--- src/rtl/header_stream_sequencer_if.sv ---
// Section beat inputs and the merged set_bit output bus of the header stream sequencer.
// The sequencer uses the master view; the section producers and the bit packer use the slave view.
interface header_stream_sequencer_if #(
  parameter int NUM_SEC = 5,
  parameter int VAL_W   = 64
);
  logic [NUM_SEC-1:0]       sec_valid;
  logic [NUM_SEC*VAL_W-1:0] sec_val;
  logic [NUM_SEC*7-1:0]     sec_size;
  logic [NUM_SEC-1:0]       sec_last;
  logic [NUM_SEC-1:0]       sec_ready;
  logic                     out_valid;
  logic                     out_ready;
  logic [VAL_W-1:0]         out_val;
  logic [6:0]               out_size;
  logic                     out_flush;

  modport master (
    input  sec_valid, sec_val, sec_size, sec_last, out_ready,
    output sec_ready, out_valid, out_val, out_size, out_flush
  );

  modport slave (
    output sec_valid, sec_val, sec_size, sec_last, out_ready,
    input  sec_ready, out_valid, out_val, out_size, out_flush
  );
endinterface

--- src/rtl/header_stream_sequencer.sv ---
// Walks enabled header sections in index order, forwards their bit beats onto one
// set_bit bus, pads sections to byte boundaries and records each section's start byte.
module header_stream_sequencer #(
  parameter int                 NUM_SEC    = 5,
  parameter int                 VAL_W      = 64,
  parameter int                 CNT_W      = 32,
  parameter logic [NUM_SEC-1:0] ALIGN_MASK = '1
) (
  input  logic                     clock,
  input  logic                     reset,
  input  logic                     start,
  input  logic [NUM_SEC-1:0]       sec_en,
  header_stream_sequencer_if.master bus,
  output logic                     busy,
  output logic                     done,
  output logic [CNT_W-1:0]         total_bits,
  output logic [NUM_SEC*CNT_W-1:0] sec_offset
);
  localparam int CUR_W = (NUM_SEC > 1) ? $clog2(NUM_SEC) : 1;

  typedef enum logic [2:0] {S_IDLE, S_SEL, S_XFER, S_PAD, S_DONE} state_t;

  state_t                   state_q, state_d;
  logic [CUR_W-1:0]         cur_q, cur_d, sel_idx;
  logic [NUM_SEC-1:0]       en_q, en_d;
  logic [CNT_W-1:0]         total_q, total_d, total_after;
  logic [NUM_SEC*CNT_W-1:0] offset_q, offset_d;
  logic [2:0]               pad_q, pad_d, pad_calc;
  logic [VAL_W-1:0]         cur_val;
  logic [6:0]               cur_size_raw, cur_size;
  logic                     cur_valid, cur_last, cur_align, has_next, pad_needed;

  // Mux the current section's beat and look up the next enabled section.
  always_comb begin
    cur_val      = '0;
    cur_size_raw = 7'd0;
    cur_valid    = 1'b0;
    cur_last     = 1'b0;
    cur_align    = 1'b0;
    sel_idx      = cur_q;
    has_next     = 1'b0;
    for (int i = NUM_SEC - 1; i >= 0; i--) begin
      sel_idx      = (en_q[i] && (CUR_W'(i) >= cur_q)) ? CUR_W'(i) : sel_idx;
      has_next     = has_next | (en_q[i] && (CUR_W'(i) > cur_q));
      cur_val      = (CUR_W'(i) == cur_q) ? bus.sec_val[i*VAL_W +: VAL_W] : cur_val;
      cur_size_raw = (CUR_W'(i) == cur_q) ? bus.sec_size[i*7 +: 7] : cur_size_raw;
      cur_valid    = (CUR_W'(i) == cur_q) ? bus.sec_valid[i] : cur_valid;
      cur_last     = (CUR_W'(i) == cur_q) ? bus.sec_last[i] : cur_last;
      cur_align    = (CUR_W'(i) == cur_q) ? ALIGN_MASK[i] : cur_align;
    end
    // Oversized beats are illegal; clamp rather than corrupt the bit count.
    cur_size    = (cur_size_raw > 7'd64) ? 7'd64 : cur_size_raw;
    total_after = total_q + CNT_W'(cur_size);
    pad_calc    = 3'd0 - total_after[2:0];
    pad_needed  = cur_align && (pad_calc != 3'd0);
  end

  // Pass sequencing: next state, counters and the set_bit bus drive.
  always_comb begin
    state_d       = state_q;
    cur_d         = cur_q;
    en_d          = en_q;
    total_d       = total_q;
    offset_d      = offset_q;
    pad_d         = pad_q;
    bus.sec_ready = '0;
    bus.out_valid = 1'b0;
    bus.out_val   = '0;
    bus.out_size  = 7'd0;
    bus.out_flush = 1'b0;
    case (state_q)
      S_IDLE: begin
        if (start) begin
          en_d     = sec_en;
          total_d  = '0;
          offset_d = '0;
          cur_d    = '0;
          state_d  = (sec_en == '0) ? S_DONE : S_SEL;
        end else begin
          state_d = S_IDLE;
        end
      end
      S_SEL: begin
        cur_d = sel_idx;
        for (int i = 0; i < NUM_SEC; i++) begin
          offset_d[i*CNT_W +: CNT_W] = (CUR_W'(i) == sel_idx) ? (total_q >> 3)
                                                                : offset_q[i*CNT_W +: CNT_W];
        end
        state_d = S_XFER;
      end
      S_XFER: begin
        bus.out_valid = cur_valid;
        bus.out_val   = cur_val;
        bus.out_size  = cur_size;
        bus.sec_ready = NUM_SEC'(bus.out_ready) << cur_q;
        bus.out_flush = cur_last && !pad_needed && !has_next;
        if (cur_valid && bus.out_ready) begin
          total_d = total_after;
          pad_d   = pad_calc;
          if (!cur_last) begin
            state_d = S_XFER;
          end else if (pad_needed) begin
            state_d = S_PAD;
          end else begin
            cur_d   = cur_q + CUR_W'(1);
            state_d = has_next ? S_SEL : S_DONE;
          end
        end else begin
          state_d = S_XFER;
        end
      end
      S_PAD: begin
        bus.out_valid = 1'b1;
        bus.out_size  = {4'd0, pad_q};
        bus.out_flush = !has_next;
        if (bus.out_ready) begin
          total_d = total_q + CNT_W'(pad_q);
          cur_d   = cur_q + CUR_W'(1);
          state_d = has_next ? S_SEL : S_DONE;
        end else begin
          state_d = S_PAD;
        end
      end
      S_DONE: state_d = S_IDLE;
      default: state_d = S_IDLE;
    endcase
  end

  // State and counter registers with synchronous reset.
  always_ff @(posedge clock) begin
    if (reset) begin
      state_q  <= S_IDLE;
      cur_q    <= '0;
      en_q     <= '0;
      total_q  <= '0;
      offset_q <= '0;
      pad_q    <= 3'd0;
    end else begin
      state_q  <= state_d;
      cur_q    <= cur_d;
      en_q     <= en_d;
      total_q  <= total_d;
      offset_q <= offset_d;
      pad_q    <= pad_d;
    end
  end

  assign busy       = (state_q == S_SEL) || (state_q == S_XFER) || (state_q == S_PAD);
  assign done       = (state_q == S_DONE);
  assign total_bits = total_q;
  assign sec_offset = offset_q;
endmodule
--- src/flat_wrapper.sv ---
// flat-port wrapper written by rule: the top's interface ports become plain ports
module header_stream_sequencer_flat 
#(
  parameter int                 NUM_SEC    = 5,
  parameter int                 VAL_W      = 64,
  parameter int                 CNT_W      = 32,
  parameter logic [NUM_SEC-1:0] ALIGN_MASK = '1
)
  (clock, reset, start, sec_en, busy, done, total_bits, sec_offset, bus_sec_valid, bus_sec_val, bus_sec_size, bus_sec_last, bus_out_ready, bus_sec_ready, bus_out_valid, bus_out_val, bus_out_size, bus_out_flush);
  header_stream_sequencer_if #(.NUM_SEC(NUM_SEC), .VAL_W(VAL_W)) bus_i ();
  input  logic clock;
  input  logic reset;
  input  logic start;
  input  logic [NUM_SEC-1:0] sec_en;
  output logic busy;
  output logic done;
  output logic [CNT_W-1:0] total_bits;
  output logic [NUM_SEC*CNT_W-1:0] sec_offset;
  input wire logic [$bits(bus_i.sec_valid)-1:0] bus_sec_valid;
  input wire logic [$bits(bus_i.sec_val)-1:0] bus_sec_val;
  input wire logic [$bits(bus_i.sec_size)-1:0] bus_sec_size;
  input wire logic [$bits(bus_i.sec_last)-1:0] bus_sec_last;
  input wire logic [$bits(bus_i.out_ready)-1:0] bus_out_ready;
  output wire logic [$bits(bus_i.sec_ready)-1:0] bus_sec_ready;
  output wire logic [$bits(bus_i.out_valid)-1:0] bus_out_valid;
  output wire logic [$bits(bus_i.out_val)-1:0] bus_out_val;
  output wire logic [$bits(bus_i.out_size)-1:0] bus_out_size;
  output wire logic [$bits(bus_i.out_flush)-1:0] bus_out_flush;
  assign bus_i.sec_valid = bus_sec_valid;
  assign bus_i.sec_val = bus_sec_val;
  assign bus_i.sec_size = bus_sec_size;
  assign bus_i.sec_last = bus_sec_last;
  assign bus_i.out_ready = bus_out_ready;
  assign bus_sec_ready = bus_i.sec_ready;
  assign bus_out_valid = bus_i.out_valid;
  assign bus_out_val = bus_i.out_val;
  assign bus_out_size = bus_i.out_size;
  assign bus_out_flush = bus_i.out_flush;
  header_stream_sequencer #(.NUM_SEC(NUM_SEC), .VAL_W(VAL_W), .CNT_W(CNT_W), .ALIGN_MASK(ALIGN_MASK)) u_core (.clock(clock), .reset(reset), .start(start), .sec_en(sec_en), .bus(bus_i), .busy(busy), .done(done), .total_bits(total_bits), .sec_offset(sec_offset));
endmodule
--- config.mk ---
export PLATFORM = sky130hd
export DESIGN_NAME = header_stream_sequencer_flat
export DESIGN_NICKNAME = d
export VERILOG_FILES = /design/src/rtl/header_stream_sequencer_if.sv /design/src/rtl/header_stream_sequencer.sv /design/src/flat_wrapper.sv
export SDC_FILE = /design/constraint.sdc
export NUM_CORES = 1
export LEC_CHECK = 0
export BUFFER_PORTS_ARGS = -buffer_cell sky130_fd_sc_hd__buf_2
export CAP_MARGIN = 20
export CORE_AREA = 2 2 248 250
export DETAILED_ROUTE_END_ITERATION = 16
export DIE_AREA = 0 0 250 252
export HOLD_SLACK_MARGIN = 0.12
export PLACE_DENSITY_LB_ADDON = 0.15
export SYNTH_ARGS = -nofsm -noshare
export SYNTH_HDL_FRONTEND = slang
export SYNTH_SLANG_ARGS = --single-unit
--- constraint.sdc ---
create_clock -name clock -period 9.9 [get_ports clock]
set_input_delay 1.98 -clock clock [delete_from_list [all_inputs] [get_ports clock]]
set_output_delay 1.98 -clock clock [all_outputs]
set_load 0.005 [all_outputs]
==> key figures <==
GRT
  – GR Util All Layers: 23.73%
  – First-pass GRT wire length: ~110000 um
  – GRT Residual Overflow: 0
  – Initial antenna violation count: 48
  – Largest net degree at the start of global routing: 99
  – Vias in the first global route: 13810

Critical path
  – Flop2flop setup slack: 4.31 ns
  – Crit path DAT: roughly 5.7 ns
  – Worst Setup EP: bus_out_flush
  – R2r worst-path depth: 14
  – Crit path cell chain: nand2_1, nor2_4, buf_4, a221oi_1, o311ai_0, o21ai_0, nor2_1, ha_1, fa_1, inv_1, ha_1, ha_1, or3_1, o211ai_1, a211oi_1, buf_2
  – Critical path buffers and inverters: 3
  – FF-to-FF End: u_core.total_bits[22]$_SDFFE_PP0P_
  – Worst Setup SP: u_core.cur_q[0]$_SDFFE_PP0P_
  – Startpoint Class: flop
  – Nature of the critical path endpoint: output pin
  – Req. time, crit path: roughly 7.9 ns
  – Crit Path Max Fanout: 50
  – Setup CP Type: reg2out
  – Crit path max-delay family: compound AO/OA/AOI/OAI gates
  – CP peak stage delay: ~0.74 ns
  – Total stage count of the critical path: 16
  – Reg-to-Reg Start: u_core.cur_q[0]$_SDFFE_PP0P_
  – Worst path most repeated cell: ha_1
  – Slowest cell on crit path: dfxtp_1

Power and ir drop
  – Max IR drop VDD: between 0.0001 and 0.00015 V
  – Lkg Pwr: 7.181 nW
  – Power per Cell Area: approximately 140 nW/um^2
  – Sw power: between 0.8 and 0.9 mW
  – Clock power share: between 30% and 40%
  – Internal: 1.375 mW
  – Sw Share: ~37%
  – Comb power frac: between 30% and 40%
  – Power, Total: about 2.2 mW
  – Sequential cell fraction of total power: between 30% and 40%

Timing
  – Fin. Hold Viols: 0
  – Pins Over Slew Limit: 0
  – Total Neg Setup Slack: 0 ns
  – Worst Skew: ~0.014 ns
  – Max transition margin: between 20% and 30%
  – Finish-stage setup viols: 0
  – Hold Slack: 0.4490 ns
  – Period Utilization, post-route: between 70% and 80%
  – Unrepaired setup endpoints after global routing: no
  – Max frequency: around 130 MHz
  – Worst-margin pin slew: around 1.1 ns
  – Post-route minimum period: ~7.7 ns

Floorplan
  – I/O Pins: between 600 and 700
  – Die H: roughly 250 um
  – Die Area: 63000 um^2
  – Core Area: about 60000 um^2
  – Row count: 90
  – Die X: 250 um
  – Initial core utilization: 19.58%

Synthesis
  – Synth area leader: dfxtp_1
  – Top FF cell, synth: dfxtp_1
  – Area share of the leading cell type in the synthesized netlist: about a third
  – Seq/Total Area, Yosys: between 30 and 40%
  – Synth unique cells: 74
  – Top post-synthesis cells by area: dfxtp_1 (32%), a21oi_1 (11%), nand2_1 (5.8%)
  – Post-synthesis register bit count: around 190
  – Mapped Cells: 1623
  – Async S/R FF share, synth: 0%
  – Syn. warnings: 0
  – Mean post-synth cell area: 7.256 um^2
  – Post-Syn Area: roughly 12000 um^2
  – Post-synth EDFFs: 0

CTS
  – Post-CTS resize count: 0
  – H-tree levels: 4
  – Setup bufs post-CTS: 0
  – Clk_lat worst skew: 0.46 ns
  – CTS max path bufs: 2
  – CTS Hold Buffers Added: 0
  – Total clock sinks: roughly 190
  – Clk root buf: clkbuf_16
  – Clock-pin slew on the worst setup and hold paths: about 0.070 ns
  – CTS Buf Count: 17
  – CTS tree: yes

Layout
  – Fillers: between 6000 and 7000
  – Share of cells above drive strength 1: between 30 and 40%
  – Register area: ~3800 um^2
  – Non-Filler Instances: slightly below 3000
  – Area occupied by multi-input gates: roughly 7300 um^2
  – Post-layout net count: approximately 2500
  – Commonest non-fill, non-tap cells in the layout: buf_2 (629), a21oi_1 (261), dfxtp_1 (191), nand2_1 (181), nor2_1 (169)
  – Syn-to-layout area delta: 36.83%
  – Most common cell after layout, fill and taps aside: buf_2

Placed design
  – GPL Wtd Cong: ~1.2
  – Dpl hpwl: 62930 um
  – Buffers on Ports: between 600 and 700
  – Placed instance count: between 2000 and 3000

Outcome
  – Status: complete, no violations

Detailed routing
  – Vias per cell: 5.139
  – Initial DRC Count: between 1500 and 2000
  – WL final: slightly below 80000 um
  – Vias: around 15000
  – ANT nets after route: 0
  – Drt pass-1 iters: 6
  – Post-route DRC: 0
  – Per-cell routed wire length: approximately 27 um

Job
  – Max_cap viols: 0

Hold path
  – Hold Path Class: reg2reg
synthesized netlist by cell type (15+ instances only):
master    instances
a21oi_1         261
dfxtp_1         191
nand2_1         182
nor2_1          171
clkbuf_1         99
o21ai_0          94
nand3_1          83
nor3_1           82
a221oi_1         73
mux2i_1          63
buf_2            31
and2_1           26
buf_4            23
inv_1            16
ha_1             15
o211ai_1         15
or3_1            15
tightest hold or removal path: stages, from the launching register on:
cell     delay [ns]
dfxtp_1        0.31
nand2_1        0.05
a21oi_1        0.05
power groups by stage:
stage	Combinational, mW	Clock, mW	Sequential, mW
after floorplan	0.416	0	0.796
after global placement	0.691	0	0.804
after detailed placement	0.691	0	0.805
after CTS	0.695	0.726	0.787
after global routing	0.760	0.759	0.789
final	0.699	0.708	0.787
cell families (layout without fill, tap and decap cells):
group | after synthesis | in the layout | synth area share, %
muxes | 63 | 63 | 5.355
and+or+nand+nor | 630 | 630 | 24.94
AOI/OAI and AO/OA | 529 | 529 | 27.65
adders and majority gates | 17 | 17 | 1.934
other | 1 | 20 | 0.03184
xor gates and xnor gates | 9 | 9 | 0.6693
DFF | 191 | 191 | 32.47
buffers and inverters | 183 | 705 | 6.959
sequential cells by signal (all words and copies together), names as in the netlist:
signal             cells
u_core.total_bits     32
u_core.cur_q           3
u_core.en_q            5
u_core.pad_q           3
u_core.sec_offset    145
u_core.state_q         3
layer usage:
| layer | vias up | GRT usage (%) | part of all wire [%] |
|---|---|---|---|
| li1 | 6927 | - | - |
| met1 | 7327 | 32.47 | 44 |
| met2 | 757 | 38.06 | 46 |
| met3 | 106 | 5.757 | 7.9 |
| met4 | 22 | 4.328 | 1.7 |
| met5 | - | 0 | 0.18 |
worst min-delay path by stage:
stage | from | end | slack (ns) | cells past startpoint
2_1_floorplan | u_core.sec_offset[136]$_SDFFE_PP0P_ | u_core.sec_offset[136]$_SDFFE_PP0P_ | 0.45 | 2
3_3_place_gp | u_core.sec_offset[141]$_SDFFE_PP0P_ | u_core.sec_offset[141]$_SDFFE_PP0P_ | 0.44 | 2
3_5_place_dp | u_core.sec_offset[150]$_SDFFE_PP0P_ | u_core.sec_offset[150]$_SDFFE_PP0P_ | 0.44 | 2
4_1_cts | u_core.sec_offset[150]$_SDFFE_PP0P_ | u_core.sec_offset[150]$_SDFFE_PP0P_ | 0.45 | 2
5_1_grt | u_core.sec_offset[139]$_SDFFE_PP0P_ | u_core.sec_offset[139]$_SDFFE_PP0P_ | 0.48 | 2
6_report | u_core.sec_offset[150]$_SDFFE_PP0P_ | u_core.sec_offset[150]$_SDFFE_PP0P_ | 0.45 | 2
cell type report:
cell class	instances	share of cell area (%)
Multi-Input combinational cell	1263	45.24
Tap cell	782	6.072
Sequential cell	191	23.73
Timing Repair Buffer	656	20.86
Inverter	17	0.3960
Clock buffer	21	2.858
Antenna cell	5	0.07765
Clock inverter	11	0.7610
through the flow:
stage                     util (%)  setup slack (ns)  cell area, um^2
after floorplan                  -             3.388            11830
after global placement       25.77             2.826            15490
after detailed placement     25.77             2.729            15490
after CTS                    26.74             2.331            16080
after global routing         26.79             1.995            16110
final                        26.80             2.231            16110
(Power assumes the default switching activity.)
